File: config.mk
export PLATFORM = sky130hd
export DESIGN_NAME = ex_issue_stage
export DESIGN_NICKNAME = d
export VERILOG_FILES = /design/src/rtl/ex_issue_stage.sv
export SDC_FILE = /design/constraint.sdc
export NUM_CORES = 1
export LEC_CHECK = 0
export ABC_AREA = 1
export BUFFER_PORTS_ARGS = -buffer_cell sky130_fd_sc_hd__buf_2
export CAP_MARGIN = 20
export CORE_AREA = 2 2 123 125
export CTS_BUF_LIST = sky130_fd_sc_hd__clkbuf_16
export DETAILED_ROUTE_END_ITERATION = 10
export DIE_AREA = 0 0 125 127
export PLACE_DENSITY = 0.8
export SLEW_MARGIN = 20
export SYNTH_ARGS = -nofsm -noshare
export SYNTH_HDL_FRONTEND = slang
export SYNTH_SLANG_ARGS = --single-unit
File: constraint.sdc
create_clock -name clk -period 4.1 [get_ports clk]
set_input_delay 0.41 -clock clk [delete_from_list [all_inputs] [get_ports clk]]
set_output_delay 0.41 -clock clk [all_outputs]
set_load 0.005 [all_outputs]
File: src/rtl/ex_issue_stage.sv
// ID/EX pipeline register: ALU op decode, EX/MEM + MEM/WB operand
// forwarding and load-use hazard detection for the 5-stage core.
module ex_issue_stage #(
    parameter int DATA_WIDTH     = 32,
    parameter int REG_ADDR_WIDTH = 5,
    parameter int OPCODE_LENGTH  = 4
) (
    input  logic                      clk,
    input  logic                      reset,
    input  logic                      stall,
    input  logic                      flush,
    input  logic                      id_valid,
    input  logic [DATA_WIDTH-1:0]     id_rs1_data,
    input  logic [DATA_WIDTH-1:0]     id_rs2_data,
    input  logic [DATA_WIDTH-1:0]     id_imm,
    input  logic [REG_ADDR_WIDTH-1:0] id_rs1,
    input  logic [REG_ADDR_WIDTH-1:0] id_rs2,
    input  logic [REG_ADDR_WIDTH-1:0] id_rd,
    input  logic                      id_alu_src,
    input  logic [1:0]                id_alu_op,
    input  logic [2:0]                id_funct3,
    input  logic                      id_funct7_b5,
    input  logic                      id_reg_write,
    input  logic                      id_mem_read,
    input  logic                      id_mem_write,
    input  logic                      mem_reg_write,
    input  logic [REG_ADDR_WIDTH-1:0] mem_rd,
    input  logic [DATA_WIDTH-1:0]     mem_alu_result,
    input  logic                      wb_reg_write,
    input  logic [REG_ADDR_WIDTH-1:0] wb_rd,
    input  logic [DATA_WIDTH-1:0]     wb_data,
    output logic [DATA_WIDTH-1:0]     SrcA,
    output logic [DATA_WIDTH-1:0]     SrcB,
    output logic [OPCODE_LENGTH-1:0]  Operation,
    output logic [DATA_WIDTH-1:0]     ex_store_data,
    output logic                      ex_valid,
    output logic                      ex_reg_write,
    output logic                      ex_mem_read,
    output logic                      ex_mem_write,
    output logic [REG_ADDR_WIDTH-1:0] ex_rd,
    output logic                      hazard_stall
);

    typedef logic [OPCODE_LENGTH-1:0] op_t;

    localparam op_t OP_AND = OPCODE_LENGTH'(4'b0000);
    localparam op_t OP_SUB = OPCODE_LENGTH'(4'b0001);
    localparam op_t OP_ADD = OPCODE_LENGTH'(4'b0010);
    localparam op_t OP_BNE = OPCODE_LENGTH'(4'b0011);
    localparam op_t OP_OR  = OPCODE_LENGTH'(4'b0100);
    localparam op_t OP_EQ  = OPCODE_LENGTH'(4'b1000);
    localparam op_t OP_INV = OPCODE_LENGTH'(4'b1111);

    typedef struct packed {
        logic                      valid;
        logic                      reg_write;
        logic                      mem_read;
        logic                      mem_write;
        logic                      alu_src;
        logic [DATA_WIDTH-1:0]     rs1_data;
        logic [DATA_WIDTH-1:0]     rs2_data;
        logic [DATA_WIDTH-1:0]     imm;
        logic [REG_ADDR_WIDTH-1:0] rs1;
        logic [REG_ADDR_WIDTH-1:0] rs2;
        logic [REG_ADDR_WIDTH-1:0] rd;
        op_t                       op;
    } id_ex_t;

    id_ex_t q;
    id_ex_t d;
    op_t    op_dec;

    always_comb begin
        op_dec = OP_INV;
        unique case (id_alu_op)
            2'b00: op_dec = OP_ADD;
            2'b01: begin
                unique case (1'b1)
                    (id_funct3 == 3'b000): op_dec = OP_EQ;
                    (id_funct3 == 3'b001): op_dec = OP_BNE;
                    default:               op_dec = OP_INV;
                endcase
            end
            2'b10: begin
                unique case (1'b1)
                    (id_funct3 == 3'b000):
                        op_dec = (!id_alu_src && id_funct7_b5) ? OP_SUB : OP_ADD;
                    (id_funct3 == 3'b111): op_dec = OP_AND;
                    (id_funct3 == 3'b110): op_dec = OP_OR;
                    default:               op_dec = OP_INV;
                endcase
            end
            default: op_dec = OP_INV;
        endcase
    end

    // Control bits are qualified by id_valid so a bubble never writes.
    always_comb begin
        d           = '0;
        d.valid     = id_valid;
        d.reg_write = id_reg_write & id_valid;
        d.mem_read  = id_mem_read & id_valid;
        d.mem_write = id_mem_write & id_valid;
        d.alu_src   = id_alu_src;
        d.rs1_data  = id_rs1_data;
        d.rs2_data  = id_rs2_data;
        d.imm       = id_imm;
        d.rs1       = id_rs1;
        d.rs2       = id_rs2;
        d.rd        = id_rd;
        d.op        = op_dec;
    end

    always_ff @(posedge clk) begin
        if (reset) begin
            q <= '0;
        end else if (flush) begin
            q <= '0;
        end else if (!stall) begin
            q <= d;
        end
    end

    logic mem_hit_a;
    logic mem_hit_b;
    logic wb_hit_a;
    logic wb_hit_b;
    logic [DATA_WIDTH-1:0] fwd_a;
    logic [DATA_WIDTH-1:0] fwd_b;

    // EX/MEM is younger than MEM/WB, so it takes precedence.
    assign mem_hit_a = q.valid & mem_reg_write & (mem_rd != '0)
                       & (mem_rd == q.rs1);
    assign mem_hit_b = q.valid & mem_reg_write & (mem_rd != '0)
                       & (mem_rd == q.rs2);
    assign wb_hit_a  = q.valid & wb_reg_write & (wb_rd != '0)
                       & (wb_rd == q.rs1);
    assign wb_hit_b  = q.valid & wb_reg_write & (wb_rd != '0)
                       & (wb_rd == q.rs2);

    assign fwd_a = mem_hit_a ? mem_alu_result :
                   wb_hit_a  ? wb_data : q.rs1_data;
    assign fwd_b = mem_hit_b ? mem_alu_result :
                   wb_hit_b  ? wb_data : q.rs2_data;

    assign SrcA          = fwd_a;
    assign SrcB          = q.alu_src ? q.imm : fwd_b;
    assign ex_store_data = fwd_b;
    assign Operation     = q.op;
    assign ex_valid      = q.valid;
    assign ex_reg_write  = q.reg_write;
    assign ex_mem_read   = q.mem_read;
    assign ex_mem_write  = q.mem_write;
    assign ex_rd         = q.rd;

    assign hazard_stall = q.valid & q.mem_read & (q.rd != '0)
                          & ((q.rd == id_rs1) | (q.rd == id_rs2));

endmodule

==> results of run 1 <==
==> path summary, 6_finish.rpt <==
check	slack (ps)	end
setup / recovery	1000	SrcB[8]
hold / removal	240	q[33]$_SDFFE_PP0N_
setup reg to reg	2590	q[115]$_SDFFE_PP0N_
hold reg to reg	450	q[83]$_SDFFE_PP0N_
==> cell type report <==
class,instances,area (um2)
clock inverters,14,117.6
fillers,1380,5360
diodes,6,15.01
clock buffers,17,425.4
flip-flops and latches,120,2404
multi-input cells,821,4013
inverters,50,187.7
repair buffers,326,1672
well taps,184,230.2
==> report_power, final <==
group          internal, mW  switching [mW]  leakage [nW]
Combinational         0.181           0.247          3.32
Sequential             1.21          0.0265         0.980
Clock                 0.869           0.524         0.262
==> synth_stat cells (all sizes together) (2+ instances only) <==
library cell  count  area share
o21ai            45       0.032
nand3b           65       0.070
inv              49       0.026
dfxtp           120        0.35
nand4             2      0.0018
xnor2            13       0.016
nor3              3      0.0045
buf              40       0.031
clkbuf           47       0.025
nor2             21       0.013
and2             32       0.029
nand3           135       0.097
xor2             13       0.016
a21oi           122       0.088
nand2           364        0.20
o211ai            2      0.0022
==> placed cells by master (no fill, tap or decap), types with 2 or more instances in the layout <==
cell type / netlist / final
a21oi_1: 122 / 122
and2_1: 32 / 32
buf_2: 26 / 310
buf_4: 9 / 16
bufinv_16: 0 / 2
clkbuf_16: 0 / 17
clkinv_1: 1 / 6
clkinvlp_4: 0 / 3
dfxtp_1: 120 / 119
diode_2: 0 / 6
inv_1: 47 / 49
inv_2: 2 / 3
nand2_1: 362 / 362
nand2_2: 2 / 2
nand3_1: 135 / 135
nand3b_1: 65 / 65
nand4_1: 2 / 2
nor2_1: 19 / 16
nor2_4: 1 / 5
nor3_4: 1 / 2
o211ai_1: 2 / 2
o21ai_0: 45 / 45
xnor2_1: 13 / 13
xor2_1: 13 / 13
==> flip-flops by register name (all words and copies together), names as in the netlist <==
signal / cells
Operation: 4
ex_valid: 1
ex_mem_read: 1
q: 107
ex_rd: 5
ex_mem_write: 1
ex_reg_write: 1
==> cells by family after synthesis <==
| logic type | count (synthesis) |
|---|---|
| flip-flops | 120 |
| buffers and inverters | 137 |
| AO/OA/AOI/OAI | 172 |
| XOR/XNOR | 26 |
| AND/OR/NAND/NOR | 623 |
==> layer usage <==
metal / track usage / vias up / share of wire
met5: 0 / - / 0.00052
met4: 0.1340 / 2 / 0.029
met3: 0.08836 / 58 / 0.10
met2: 0.4974 / 458 / 0.46
met1: 0.3815 / 3794 / 0.41
li1: - / 4035 / -
==> worst reg2reg max path, delay by kind of cell (launching register included) <==
kind,cells,cell delay (ps)
AO/OA/AOI/OAI,1,230
buffers and inverters,1,390
flip-flops,1,820
==> results.py, run 1 <==
metrics = {
    "outcome": {
        "outcome": "finished, final reports clean",
    },
    "layout": {
        "fin_cells": 1538,
        "area_growth_syn_to_layout_pct": 30.19,
        "nets": 1538,
        "drive_above_1_share": 0.2693,
        "final_util": 0.6284,
        "stdcell_area_mm2": 0.009064,
    },
    "logic_synthesis": {
        "synthAdderAreaFrac": 0,
        "synthArstFlopShare": 0,
        "avgSynthCellArea_um2": 6.458,
        "synth_top_family_by_area": "simple AND/OR/NAND/NOR gates",
        "muxShareOfSynthArea": 0,
        "synth-edff-count": 0,
        "synth_warnings": 0,
        "synth-simple-area-share": 0.4128,
        "yosysSeqAreaShare": 0.3451,
        "synth-main-ff-cell": "dfxtp_1",
        "synth_xor_area_frac": 0.03271,
        "synthesis.instances": 1078,
        "syn_nets": 1280,
        "syn_area_mm2": 0.006962,
        "synth-seq-cells": 120,
        "synthDistinctLibCells": 29,
        "synth-compound-area-share": 0.1260,
    },
    "grt": {
        "grt_pass1_vias": 7759,
        "grt_max_degree": 80,
        "overflow": 0,
        "grt_use_total": 0.3065,
        "antenna_found_initial": 7,
        "grt_first_pass_wirelength_mm": 39.19,
    },
    "floorplan": {
        "die_x_um": 125,
        "fp.dieH_um": 127,
        "ios": 312,
        "core_area_mm2": 0.01442,
        "rows": 44,
        "start_util": 0.4827,
        "dieArea_mm2": 0.01588,
    },
    "sta": {
        "period_share": 0.7568,
        "timing.final.ws_setup_ps": 997.1,
        "holdWs_ps": 236.0,
        "fmax_mhz": 322.3,
        "hold_viol_final": 0,
        "worst_slew_pin_slew_ps": 822.2,
        "setup_tns_ps": 0,
        "finalCriticalPeriod_ps": 3103,
        "setup_viol": 0,
        "drv_slew": 0,
        "relSlewSlack": 0.4502,
        "rsz0062_at_grt": "false",
        "finalClockSkew_ps": 0,
    },
    "clock_network": {
        "clock-sinks": 120,
        "cts.path.max_buffers": 2,
        "cts_inserted_buffers": 17,
        "clock_latency_ps": 410,
        "clk_pin_slew_worst_paths_ps": 50,
        "clockRootBuffer": "clkbuf_16",
        "cts_hold_buf": 0,
        "cts_tree": "done",
        "htreeDepth": 4,
        "post_cts.repair.setup_buffers": 0,
        "cts-resized-gates": 0,
    },
    "detailed_routing": {
        "first_pass_iters": 8,
        "initialDrtViolationCount": 791,
        "antenna_left": 0,
        "wire_per_inst_um": 16.31,
        "remaining_drc_errors": 0,
        "routed-via-count": 8347,
        "vias_per_cell": 5.427,
        "drt-total-wl_mm": 25.09,
    },
    "power_and_ir_drop": {
        "leakage_nw": 4.560,
        "power_density_mw_per_mm2": 337.3,
        "power.total_mw": 3.057,
        "vdd_ir_drop_max_v": 0.0002588,
    },
    "setup_path": {
        "crit_path_max_fanout": 17,
        "reg2reg_from": "q[115]$_SDFFE_PP0N_",
        "worst-path-stages": 8,
        "cp_top_family": "simple AND/OR/NAND/NOR gates",
        "r2r_cells": 2,
        "critPathSlowestCell": "nand3b_1",
        "path_class": "reg -> out",
        "worstPathCellList": "nand2_1, o21bai_2, nand3b_1, buf_4, nand3_1, nand3_1, nand2_1, buf_2",
        "critPathMaxStageDelay_ps": 670,
        "cp_data_arrival_time_ps": 2690,
        "cp-start-kind": "register",
        "crit_start": "ex_valid$_SDFFE_PP0N_",
        "worst-path-buf-inv": 2,
        "crit_required_ps": 3690,
        "end_kind": "output port",
    },
    "placed_design": {
        "port_buffers": 311,
        "dp_slack_ps": 1377,
        "hpwl_mm": 17.41,
        "dpl.cell_count": 1501,
        "place.gp.congestion": 0.9327,
        "dpl_cell_area_mm2": 0.008506,
    },
    "job": {
        "maxCapViolations": 0,
    },
    "min_path": {
        "hold_path.class": "in -> reg",
        "min_from": "id_imm[14]",
        "holdPathStages": 3,
    },
}
(Power assumes the default switching activity.)
==> run 2, diff against run 1 <==
--- a/config.mk
+++ b/config.mk
@@ -8,11 +8,10 @@
 export ABC_AREA = 1
 export BUFFER_PORTS_ARGS = -buffer_cell sky130_fd_sc_hd__buf_2
 export CAP_MARGIN = 20
-export CORE_AREA = 2 2 123 125
+export CORE_UTILIZATION = 43
 export CTS_BUF_LIST = sky130_fd_sc_hd__clkbuf_16
 export DETAILED_ROUTE_END_ITERATION = 10
-export DIE_AREA = 0 0 125 127
-export PLACE_DENSITY = 0.8
+export PLACE_DENSITY = 0.76
 export SLEW_MARGIN = 20
 export SYNTH_ARGS = -nofsm -noshare
 export SYNTH_HDL_FRONTEND = slang
==> constraint.sdc (replaced) <==
create_clock -name clk -period 2.8 [get_ports clk]
set_input_delay 0.28 -clock clk [delete_from_list [all_inputs] [get_ports clk]]
set_output_delay 0.28 -clock clk [all_outputs]
set_load 0.005 [all_outputs]
==> run 2 against run 1 <==
Cell area increased by 2.3%. Wire length increased by 3.1%. Combinational power increased by 53%. Register-to-register slack got worse by 800 ps. Hold slack got worse by 130 ps. Die area increased by 5.2%. Clock power increased by 81%. Flip-flop and latch count unchanged. Clock skew unchanged. Critical path type unchanged. Largest cell class unchanged.
==> results.py, run 2 (synthesis gave the netlist of run 1 again) <==
metrics = {
    "sta": {
        "setup_tns_ps": 0,
        "period_share": 0.9210,
        "hold_viol_final": 0,
        "holdWs_ps": 102.1,
        "drv_slew": 0,
        "timing.final.ws_setup_ps": 221.1,
        "setup_viol": 0,
        "worst_slew_pin_slew_ps": 826.1,
        "rsz0062_at_grt": "false",
        "finalCriticalPeriod_ps": 2579,
        "relSlewSlack": 0.4492,
        "fmax_mhz": 387.8,
        "finalClockSkew_ps": 0,
    },
    "floorplan": {
        "start_util": 0.4398,
        "ios": 312,
        "core_area_mm2": 0.01583,
        "rows": 46,
        "fp.dieH_um": 129.2,
        "dieArea_mm2": 0.01670,
        "die_x_um": 129.2,
    },
    "grt": {
        "overflow": 0,
        "grt_first_pass_wirelength_mm": 39.55,
        "grt_pass1_vias": 7647,
        "grt_max_degree": 152,
        "grt_use_total": 0.3076,
        "antenna_found_initial": 4,
    },
    "layout": {
        "area_growth_syn_to_layout_pct": 33.21,
        "final_common_cell": "nand2_1",
        "multi_input_area_mm2": 0.004013,
        "largest_register_ffs": 107,
        "top_register": "q",
        "n_fill_cell": 1573,
        "drive_above_1_share": 0.2770,
        "seqCellArea_mm2": 0.002402,
        "layout_common_cells": "nand2_1, buf_2, nand3_1, a21oi_1, dfxtp_1",
        "stdcell_area_mm2": 0.009274,
        "nets": 1543,
        "fin_cells": 1572,
    },
    "setup_path": {
        "worst-path-buf-inv": 2,
        "crit_required_ps": 2520,
        "crit_start": "q[9]$_SDFFE_PP0N_",
        "end_kind": "output port",
        "path_class": "reg -> out",
        "critPathSlowestCell": "dfxtp_1",
        "cp_common_cell": "nand3_1",
        "cp-start-kind": "register",
        "cp_data_arrival_time_ps": 2300,
        "worst-path-stages": 9,
        "critPathMaxStageDelay_ps": 390,
        "r2r_cells": 3,
        "cp_top_family": "simple AND/OR/NAND/NOR gates",
        "crit_path_max_fanout": 20,
        "r2r_slack_ps": 1790,
        "reg2reg_from": "q[115]$_SDFFE_PP0N_",
        "worst_r2r_endpoint": "q[115]$_SDFFE_PP0N_",
        "endpoint": "SrcB[20]",
        "worstPathCellList": "xnor2_1, nand3_1, nor2_4, buf_4, nand3_1, nand3_1, nand3_1, nand2_1, buf_2",
    },
    "clock_network": {
        "htreeDepth": 4,
        "cts.path.max_buffers": 2,
        "cts_inserted_buffers": 17,
        "clock_latency_ps": 420,
        "clockRootBuffer": "clkbuf_16",
        "clock-sinks": 120,
        "cts-resized-gates": 0,
        "clk_pin_slew_worst_paths_ps": 60,
        "cts_hold_buf": 0,
        "cts_tree": "done",
        "post_cts.repair.setup_buffers": 0,
    },
    "power_and_ir_drop": {
        "vdd_ir_drop_max_v": 0.0003818,
        "leakage_nw": 4.652,
        "power_density_mw_per_mm2": 534.9,
    },
    "detailed_routing": {
        "remaining_drc_errors": 0,
        "drt-total-wl_mm": 25.86,
        "wire_per_inst_um": 16.45,
        "initialDrtViolationCount": 702,
        "antenna_left": 0,
        "first_pass_iters": 5,
        "routed-via-count": 8439,
        "vias_per_cell": 5.368,
    },
    "outcome": {
        "outcome": "finished, final reports clean",
    },
    "placed_design": {
        "dp_slack_ps": 669.6,
        "dpl_cell_area_mm2": 0.008594,
        "place.gp.congestion": 0.9111,
        "dpl.cell_count": 1538,
        "hpwl_mm": 18.37,
        "port_buffers": 311,
    },
    "job": {
        "maxCapViolations": 0,
    },
    "min_path": {
        "hold_path.class": "in -> reg",
    },
}
run 2: changes by cell type in the layout (fill, tap and decap cells not counted), moves of 2 or more:
cell | previous run | this run
bufinv_16 | 2 | 6
clkinv_4 | 0 | 4
clkinvlp_4 | 3 | 1
clkinv_1 | 6 | 1
diode_2 | 6 | 2
inv_1 | 49 | 47
inv_6 | 0 | 2
buf_4 | 16 | 20
run 2: per-stage QoR:
| stage | total power [mW] | util |
|---|---|---|
| after CTS | 4.985 | 0.5856 |
| after global placement | 2.473 | 0.5430 |
| after global routing | 5.137 | 0.5858 |
| final | 4.961 | 0.5859 |
| after detailed placement | 2.481 | 0.5430 |
| after floorplan | 2.156 | - |
run 2: worst register-to-register path: stages (launching register included):
cell and delay [ps]:
dfxtp_1 310, inv_1 50, buf_4 380, a21oi_1 130
run 2: layout make-up:
class / instances / share of cell area
Clock inverter: 15 / 0.02685
Multi-Input combinational cell: 821 / 0.4327
Inverter: 50 / 0.02024
Antenna cell: 2 / 0.0005397
Timing Repair Buffer: 331 / 0.1856
Sequential cell: 120 / 0.2590
Tap cell: 216 / 0.02914
Clock buffer: 17 / 0.04587
run 2: power by group:
group / total, mW / switching [mW] / internal [mW]
sequential: 1.80 / 0.0316 / 1.77
clock: 2.51 / 0.832 / 1.67
combinational: 0.654 / 0.384 / 0.270
run 2: how the worst min path moves through the flow:
stage                                  start                 end  slack (ps)  cells past startpoint
final                              id_imm[0]  q[19]$_SDFFE_PP0N_         100                      3
after global routing          id_rs2_data[4]  q[55]$_SDFFE_PP0N_         100                      3
after CTS                          id_imm[0]  q[19]$_SDFFE_PP0N_          90                      3
after detailed placement  q[84]$_SDFFE_PP0N_  q[84]$_SDFFE_PP0N_         450                      2
after global placement    q[88]$_SDFFE_PP0N_  q[88]$_SDFFE_PP0N_         440                      2
after floorplan              id_rs2_data[19]  q[70]$_SDFFE_PP0N_         420                      2
run 2: layer usage:
metal,global-route usage,part of all wire,vias to the layer above
met2,0.4927,0.45,459
li1,-,-,4042
met4,0.1488,0.032,4
met1,0.3871,0.41,3863
met3,0.07556,0.10,71
met5,0,0.0012,-
==> run 3, diff against run 2 <==
--- a/config.mk
+++ b/config.mk
@@ -5,13 +5,13 @@
 export SDC_FILE = /design/constraint.sdc
 export NUM_CORES = 1
 export LEC_CHECK = 0
-export ABC_AREA = 1
 export BUFFER_PORTS_ARGS = -buffer_cell sky130_fd_sc_hd__buf_2
 export CAP_MARGIN = 20
+export CORE_ASPECT_RATIO = 1.5
 export CORE_UTILIZATION = 43
 export CTS_BUF_LIST = sky130_fd_sc_hd__clkbuf_16
 export DETAILED_ROUTE_END_ITERATION = 10
-export PLACE_DENSITY = 0.76
+export PLACE_DENSITY = 0.77
 export SLEW_MARGIN = 20
 export SYNTH_ARGS = -nofsm -noshare
 export SYNTH_HDL_FRONTEND = slang
==> run 3 against run 2 <==
Sequential power about the same. Combinational power down 11%. Clock skew unchanged. Critical path depth down 2. Sequential share of layout area up 0.53 points.
==> results.py, run 3 <==
metrics = {
    "layout": {
        "n_fill_cell": 1397,
        "drive_above_1_share": 0.3721,
        "nets": 1280,
        "final_common_cell": "buf_2",
        "largest_register_ffs": 107,
        "fin_cells": 1291,
        "top_register": "q",
        "final_util": 0.5979,
        "layout_common_cells": "buf_2, nor2_1, mux2i_1, dfxtp_1, a21oi_1",
        "area_growth_syn_to_layout_pct": 35.23,
    },
    "sta": {
        "worst_slew_pin_slew_ps": 706.8,
        "finalCriticalPeriod_ps": 2742,
        "fmax_mhz": 364.7,
        "finalClockSkew_ps": 0,
        "rsz0062_at_grt": "true",
        "drv_slew": 0,
        "period_share": 0.9792,
        "hold_viol_final": 0,
        "relSlewSlack": 0.5288,
        "setup_viol": 0,
    },
    "detailed_routing": {
        "first_pass_iters": 5,
        "initialDrtViolationCount": 353,
        "vias_per_cell": 5.297,
        "antenna_left": 0,
        "wire_per_inst_um": 17.07,
        "remaining_drc_errors": 0,
        "drt-total-wl_mm": 22.04,
        "routed-via-count": 6838,
    },
    "logic_synthesis": {
        "syn_area_mm2": 0.006724,
        "synth-main-ff-cell": "dfxtp_1",
        "synth_warnings": 0,
        "synth-edff-count": 0,
        "synthArstFlopShare": 0,
        "synth.top_cell.area_share": 0.3573,
        "synthTopCellsByCount": "nor2_1, mux2i_1, dfxtp_1",
        "avgSynthCellArea_um2": 8.437,
        "yosysMostFrequentCell": "nor2_1",
        "syn_nets": 999,
        "synth_top_area_cell": "dfxtp_1",
        "synth-seq-cells": 120,
        "synth_area_leaders": "dfxtp_1, mux2i_1, nor2_1",
        "yosysSeqAreaShare": 0.3573,
        "synthDistinctLibCells": 35,
        "synthesis.instances": 797,
    },
    "setup_path": {
        "cp_data_arrival_time_ps": 2460,
        "worst_r2r_endpoint": "q[115]$_SDFFE_PP0N_",
        "crit_path_max_fanout": 16,
        "crit_required_ps": 2520,
        "r2r_slack_ps": 1780,
        "reg2reg_from": "q[115]$_SDFFE_PP0N_",
        "path_class": "reg -> out",
        "end_kind": "output port",
        "cp-start-kind": "register",
        "r2r_cells": 2,
    },
    "placed_design": {
        "dpl.cell_count": 1253,
        "port_buffers": 311,
        "place.gp.congestion": 0.9136,
        "hpwl_mm": 16.06,
    },
    "grt": {
        "grt_use_total": 0.2677,
        "grt_max_degree": 64,
        "grt_pass1_vias": 6830,
        "grt_first_pass_wirelength_mm": 34.18,
        "antenna_found_initial": 1,
        "overflow": 0,
    },
    "min_path": {
        "holdPathStages": 3,
        "hold_path.class": "in -> reg",
        "min_from": "id_rd[0]",
        "hold_end": "ex_rd[0]$_SDFFE_PP0N_",
    },
    "floorplan": {
        "ios": 312,
        "fp.dieH_um": 155.2,
        "core_area_mm2": 0.01521,
        "dieArea_mm2": 0.01615,
        "start_util": 0.4421,
        "die_x_um": 104.1,
        "rows": 55,
    },
    "clock_network": {
        "cts_hold_buf": 0,
        "cts_tree": "done",
        "clock_latency_ps": 400,
        "cts.path.max_buffers": 2,
        "clock-sinks": 120,
        "clk_pin_slew_worst_paths_ps": 60,
        "htreeDepth": 4,
        "clockRootBuffer": "clkbuf_16",
        "cts_inserted_buffers": 17,
    },
    "power_and_ir_drop": {
        "vdd_ir_drop_max_v": 0.0003701,
        "power_density_mw_per_mm2": 509.2,
        "leakage_nw": 4.384,
        "power.total_mw": 4.630,
    },
    "outcome": {
        "outcome": "finished, final reports clean",
    },
    "job": {
        "maxCapViolations": 0,
    },
}
run 3: cell types whose count changed in the layout (fill, tap and decap cells not counted), sizes merged, moves of 4 or more:
cell,delta
inv,-47
a221oi,+32
nor2,+198
nand2,-325
a21oi,-79
nand3,-130
or3,+4
o31ai,+32
mux2i,+144
nand3b,-65
o21ai,-44
run 3: cells by family (layout without fill, tap and decap cells):
family / count (synthesis) / in the layout / synth area share
and+or+nand+nor: 315 / 316 / 0.2026
muxes: 144 / 144 / 0.2144
DFF: 120 / 120 / 0.3573
AOI/OAI and AO/OA: 116 / 116 / 0.1286
buffers and inverters: 72 / 365 / 0.05806
xor gates and xnor gates: 30 / 30 / 0.03908
other: 0 / 1 / 0
run 3: where the power goes:
part	internal [mW]	total, mW	switching [mW]
Combinational	0.298	0.584	0.286
Sequential	1.77	1.81	0.0435
Clock	1.40	2.24	0.834
run 3: how the worst max path moves through the flow:
stage / from / to / slack (ps) / cells past startpoint
after detailed placement: mem_rd[4] / SrcB[27] / 80 / 7
after global routing: ex_valid$_SDFFE_PP0N_ / SrcB[24] / -40 / 7
final: ex_valid$_SDFFE_PP0N_ / SrcB[20] / 60 / 7
after global placement: mem_rd[4] / SrcB[2] / 80 / 7
after CTS: ex_valid$_SDFFE_PP0N_ / SrcB[20] / 40 / 7
after floorplan: q[13]$_SDFFE_PP0N_ / SrcB[12] / 840 / 7
run 3: through the flow:
stage | area, um2 | setup TNS [ps] | worst slack [ps] | hold WS, ps
final | 9092 | 0 | 58.35 | 102.1
after global routing | 9092 | -219.2 | -39.56 | 94.27
after CTS | 9014 | 0 | 43.19 | 84.98
after detailed placement | 8327 | 0 | 83.86 | 455.0
after global placement | 8327 | 0 | 75.46 | 448.9
after floorplan | 6724 | 0 | 843.8 | 423.9
run 3: cell type report:
| class | count | area, um2 | area share |
|---|---|---|---|
| multi-input cells | 606 | 4035 | 0.4438 |
| diodes | 1 | 2.502 | 0.0002752 |
| inverters | 1 | 3.754 | 0.0004128 |
| well taps | 199 | 249.0 | 0.02738 |
| clock inverters | 15 | 177.7 | 0.01954 |
| flip-flops and latches | 120 | 2404 | 0.2643 |
| repair buffers | 332 | 1795 | 0.1975 |
| clock buffers | 17 | 425.4 | 0.04679 |
run 3: timing repair:
| item | in CTS | in global routing |
|---|---|---|
| hold endpoints to repair | 0 | 0 |
| endpoints found under the setup margin | 64 | 24 |
| gates resized for setup | 2 | 17 |
| pin swaps | 2 | 0 |
| setup buffers | 4 | 0 |
| cloned | 1 | 0 |
run 3: per-layer routing:
metal | GRT usage | vias to the layer above | wire length, um
met4 | 0.1361 | 0 | 750
met1 | 0.3028 | 3182 | 8784
li1 | - | 3319 | -
met3 | 0.04483 | 56 | 1235
met2 | 0.4825 | 281 | 11270
met5 | 0 | - | 0
run 3: worst max-delay path, stage by stage (launching register included):
cell and delay, ps:
dfxtp_1 390, nand2_1 110, or4_4 610, or2_1 270
buf_4 220, nor2_1 200, o31ai_1 100, buf_2 140
